[config.mk]
export PLATFORM = sky130hd
export DESIGN_NAME = uart_rx
export DESIGN_NICKNAME = d
export VERILOG_FILES = /design/src/rtl/uart_rx.sv
export SDC_FILE = /design/constraint.sdc
export NUM_CORES = 1
export LEC_CHECK = 0
export ABC_CLOCK_PERIOD_IN_PS = 1840
export CAP_MARGIN = 20
export CORE_UTILIZATION = 55
export CTS_CLUSTER_DIAMETER = 120
export DETAILED_ROUTE_END_ITERATION = 16
export PLACE_DENSITY = 0.74
export SLEW_MARGIN = 20
export SYNTH_ARGS = -nofsm -noshare
export SYNTH_HDL_FRONTEND = slang
export SYNTH_SLANG_ARGS = --single-unit
[constraint.sdc]
create_clock -name clk_i -period 1.84 [get_ports clk_i]
set_input_delay 0.368 -clock clk_i [delete_from_list [all_inputs] [get_ports clk_i]]
set_output_delay 0.368 -clock clk_i [all_outputs]
set_load 0.01 [all_outputs]
[src/rtl/uart_rx.sv]
`default_nettype none
// +----------------------------------------------------------------------------+
// | uart_rx : 8N1 UART receiver with a one-entry valid/ready holding register  |
// | Rev 1.0 : initial release                                                  |
// +----------------------------------------------------------------------------+
module uart_rx #(
  parameter int CLK_FREQ = 50_000_000,
  parameter int BAUD     = 115200
) (
  input  logic       clk_i,
  input  logic       rst_i,
  input  logic       uart_rx_i,
  output logic [7:0] rx_data_o,
  output logic       rx_valid_o,
  input  logic       rx_ready_i,
  output logic       frame_err_o,
  output logic       overrun_o,
  output logic       busy_o
);

  localparam int CLKS_PER_BIT = CLK_FREQ / BAUD;
  localparam int CNT_W        = $clog2(CLKS_PER_BIT);
  localparam logic [CNT_W-1:0] CNT_HALF = CNT_W'(CLKS_PER_BIT / 2 - 1);
  localparam logic [CNT_W-1:0] CNT_LAST = CNT_W'(CLKS_PER_BIT - 1);

  typedef enum logic [1:0] {
    IDLE  = 2'd0,
    START = 2'd1,
    DATA  = 2'd2,
    STOP  = 2'd3
  } state_t;

  state_t           state_q, state_d;
  logic             sync1_q, rx_s_q, rx_s_d_q;
  logic [CNT_W-1:0] cnt_q, cnt_d;
  logic [2:0]       bit_idx_q, bit_idx_d;
  logic [7:0]       shift_q, shift_d;
  logic [7:0]       data_q, data_d;
  logic             valid_q, valid_d;
  logic             ferr_q, ferr_d;
  logic             ovr_q, ovr_d;
  logic             busy_q, busy_d;
  logic             complete;

  always_ff @(posedge clk_i) begin
    if (rst_i) begin
      sync1_q   <= 1'b1;
      rx_s_q    <= 1'b1;
      rx_s_d_q  <= 1'b1;
      state_q   <= IDLE;
      cnt_q     <= '0;
      bit_idx_q <= 3'd0;
      shift_q   <= 8'h00;
      data_q    <= 8'h00;
      valid_q   <= 1'b0;
      ferr_q    <= 1'b0;
      ovr_q     <= 1'b0;
      busy_q    <= 1'b0;
    end else begin
      sync1_q   <= uart_rx_i;
      rx_s_q    <= sync1_q;
      rx_s_d_q  <= rx_s_q;
      state_q   <= state_d;
      cnt_q     <= cnt_d;
      bit_idx_q <= bit_idx_d;
      shift_q   <= shift_d;
      data_q    <= data_d;
      valid_q   <= valid_d;
      ferr_q    <= ferr_d;
      ovr_q     <= ovr_d;
      busy_q    <= busy_d;
    end
  end

  always_comb begin
    state_d   = state_q;
    cnt_d     = cnt_q + 1'b1;
    bit_idx_d = bit_idx_q;
    shift_d   = shift_q;
    data_d    = data_q;
    valid_d   = valid_q;
    ferr_d    = 1'b0;
    ovr_d     = 1'b0;
    complete  = 1'b0;

    case (state_q)
      IDLE: begin
        cnt_d = '0;
        // Edge-triggered so a held-low (break) line cannot restart a frame.
        if (!rx_s_q && rx_s_d_q) state_d = START;
      end
      START: begin
        bit_idx_d = 3'd0;
        if (cnt_q == CNT_HALF) state_d = rx_s_q ? IDLE : DATA;
      end
      DATA: begin
        if (cnt_q == CNT_LAST) begin
          cnt_d   = '0;
          shift_d = {rx_s_q, shift_q[7:1]};
          if (bit_idx_q == 3'd7) state_d = STOP;
          else                   bit_idx_d = bit_idx_q + 3'd1;
        end
      end
      STOP: begin
        if (cnt_q == CNT_LAST) begin
          state_d  = IDLE;
          complete = rx_s_q;
          ferr_d   = !rx_s_q;
        end
      end
      default: state_d = IDLE;
    endcase

    if (state_d != state_q) cnt_d = '0;

    // A byte completing into a full register may replace it only if the
    // consumer is taking the old one in the same cycle.
    if (complete) begin
      if (!valid_q || rx_ready_i) begin
        data_d  = shift_q;
        valid_d = 1'b1;
      end else begin
        ovr_d = 1'b1;
      end
    end else if (valid_q && rx_ready_i) begin
      valid_d = 1'b0;
    end

    busy_d = (state_d != IDLE);
  end

  assign rx_data_o   = data_q;
  assign rx_valid_o  = valid_q;
  assign frame_err_o = ferr_q;
  assign overrun_o   = ovr_q;
  assign busy_o      = busy_q;

endmodule
`default_nettype wire

==> impl_metrics.py <==
metrics = {
    "timing": {
        "hold_viol": 0,
        "slew_headroom": 0.681,
        "fmax_ghz": 0.590,
        "rsz0062_at_grt": "no",
        "slew_violations": 0,
        "setup-tns-final_ns": 0,
        "finalCritPeriodShare": 0.920,
        "fin_crit_ns": 1.69,
        "tightest_slew_ns": 0.475,
        "setup_viol": 0,
        "finalClockSkew_ns": 0.00685,
    },
    "grt": {
        "antenna_found_initial": 0,
        "grt_pass1_wl_um": 5770,
        "grt_pass1_vias": 1349,
        "grt_max_degree": 24,
        "overflow": 0,
        "grt.total_usage": 0.235,
    },
    "yosys": {
        "yosysUniqueCellTypes": 39,
        "synth_area_leaders": "dfxtp_1 (46%), a21oi_1 (6.8%), o21ai_0 (4.9%)",
        "synth_seq_cells": 37,
        "synth_top_family_by_area": "simple AND/OR/NAND/NOR gates",
        "synthAdderAreaFrac": 0.0386,
        "synthMuxAreaShare": 0,
        "yosys.area_share.simple": 0.241,
        "netlist_area_um2": 1620,
        "yosysSeqAreaShare": 0.457,
        "syn_area_per_cell_um2": 8.91,
        "synthXorXnorAreaFrac": 0.0378,
        "synth_area_leader_cell": "dfxtp_1",
        "synthCells": 182,
        "synth_top_cell_area_share": 0.457,
        "syn-num-nets": 191,
        "synth_compound_area_frac": 0.181,
        "yosysWarnings": 0,
    },
    "die": {
        "rows": 19,
        "die_w_um": 56.3,
        "initial_core_util": 0.583,
        "fp.dieH_um": 56.3,
        "die_area_um2": 3170,
        "io-pin-count": 16,
        "fp.coreArea_um2": 2780,
    },
    "routing": {
        "dr.pass1.iters": 5,
        "routed_wirelength_um": 3540,
        "via_per_inst": 6.07,
        "drt_iter0_markers": 42,
        "vias": 1403,
        "route.detailed.drc": 0,
        "ant_nets": 0,
        "wl_per_cell_um": 15.3,
    },
    "power_and_ir_drop": {
        "powerDensity_nw_per_um2": 693,
        "ir_drop_mv": 0.787,
        "power.leakage_nw": 0.612,
    },
    "final_layout": {
        "design_area_um2": 1890,
        "nFillCells": 230,
        "drive_gt1_frac": 0.130,
        "antenna_cells": 0,
        "layout.cells.non_filler": 231,
        "area_growth_syn_to_layout_pct": 16.7,
        "post-route-util": 0.681,
        "fin_nets": 209,
    },
    "critical_path": {
        "startpoint_type": "register",
        "crit_fanout": 9,
        "crit_required_ns": 2.06,
        "arrival_ns": 1.92,
        "cp-end-kind": "register",
        "crit_type": "reg -> reg",
        "r2r_slack_ns": 0.15,
    },
    "run": {
        "cap_violations": 0,
    },
    "placed_design": {
        "gp_congestion": 0.816,
        "placed_area_um2": 1810,
        "dp.cells": 224,
        "dp_hpwl_um": 2470,
        "numPortBuffers": 15,
    },
    "cts": {
        "cts_buffer_depth": 2,
        "hold_buffers": 0,
        "cts.sinks": 37,
        "tritoncts": "built",
        "path_clk_slew_ns": 0.11,
        "cts_buffers": 5,
        "insertion_delay_ns": 0.34,
        "root_buffer": "clkbuf_4",
        "htreeDepth": 2,
    },
    "outcome": {
        "status": "complete, no violations",
    },
    "min_path": {
        "hold_class": "reg -> reg",
    },
}
## synthesized netlist by cell type
master     number
ha_1            5
o31a_1          1
clkbuf_1        7
nor4_1          1
inv_1           7
nand4bb_1       1
o22ai_2         1
nor3_1          3
a311oi_1        2
nor2_1         12
a21oi_1        22
and4bb_2        2
and4b_2         1
nand3_1        15
buf_4           2
buf_2           1
nand2b_1        3
nand2_1        13
or3_1           1
a211o_1         1
xor2_1          3
nand3b_1        1
nor3_2          1
dfxtp_1        37
or2_2           3
o221ai_1        1
a41oi_1         1
nor4_4          1
nand3_4         1
o22ai_1         1
xnor2_1         4
a31oi_1         1
or4_1           1
o21ai_0        16
and3_1          3
nor3b_1         1
and4b_1         1
o311ai_0        3
nand4b_1        1
## metal layers
layer / share of wire / vias up / GRT usage
li1: - / 687 / -
met1: 0.44 / 660 / 0.294
met2: 0.48 / 43 / 0.371
met3: 0.052 / 13 / 0.0737
met4: 0.022 / 0 / 0.108
met5: 0 / - / 0
## placed cells by master (no fill, tap or decap), types with 4 or more instances in the layout
master	n
o21ai_0	16
clkdlybuf4s50_1	15
buf_4	6
clkbuf_4	5
xnor2_1	4
nand2_1	13
inv_1	7
a21oi_1	22
nor2_1	12
ha_1	5
dfxtp_1	37
nand3_1	15
## critical path, stage by stage (launching register included)
cell,delay (ns)
dfxtp_1,0.40
ha_1,0.16
ha_1,0.28
nor2_1,0.12
o31a_1,0.30
o22ai_4,0.23
nor2_1,0.09
## final cells by class
type                       count  area (um2)  area share
clock inverter                 1        7.51     0.00397
timing repair buffer          21         195       0.103
sequential                    37         741       0.391
clock buffer                   6        51.3      0.0271
inverter                       7        26.3      0.0139
tap                           31        38.8      0.0205
multi-input combinational    128         833       0.440
## cells by family after synthesis
kind of cell | count (synthesis)
AO/OA/AOI/OAI | 50
flip-flops | 37
XOR/XNOR | 7
AND/OR/NAND/NOR | 66
buffers and inverters | 17
adder cells (fa/ha/maj) | 5
## report_power, final
part           leakage [nW]  internal [mW]  switching (mW)
clock                0.0303          0.179           0.262
combinational         0.283         0.0232          0.0324
sequential            0.299          0.806         0.00800
## final timing paths
kind | startpoint | end | depth (start not counted)
setup / recovery | bit_idx_q[0]$_SDFFE_PP0P_ | cnt_q[6]$_SDFF_PP0_ | 6
hold / removal | sync1_q$_SDFF_PP1_ | rx_s_q$_SDFF_PP1_ | 1
setup reg to reg | bit_idx_q[0]$_SDFFE_PP0P_ | cnt_q[6]$_SDFF_PP0_ | 6
hold reg to reg | sync1_q$_SDFF_PP1_ | rx_s_q$_SDFF_PP1_ | 1
## metrics by stage
| step | hold slack [ns] | worst slack (ns) | power [mW] |
|---|---|---|---|
| final | 0.440 | 0.146 | 1.31 |
| after global routing | 0.464 | 0.0411 | 1.37 |
| after CTS | 0.440 | 0.0693 | 1.32 |
| after detailed placement | 0.410 | 0.0952 | 0.883 |
| after global placement | 0.402 | 0.162 | 0.880 |
| after floorplan | 0.389 | 0.305 | 0.863 |
## sequential cells by signal, indices dropped and copies added (netlist names)
| signal | count |
|---|---|
| shift_q | 8 |
| rx_s_d_q | 1 |
| frame_err_o | 1 |
| sync1_q | 1 |
| bit_idx_q | 3 |
| rx_s_q | 1 |
| overrun_o | 1 |
| cnt_q | 9 |
| busy_o | 1 |
| rx_valid_o | 1 |
| state_q | 2 |
| rx_data_o | 8 |
## repair_timing
| action | 4_1_cts | 5_1_grt |
|---|---|---|
| setup endpoints to repair | 0 | 9 |
| setup buffers | 0 | 0 |
| resized for setup | 0 | 4 |
(Power assumes the default switching activity.)
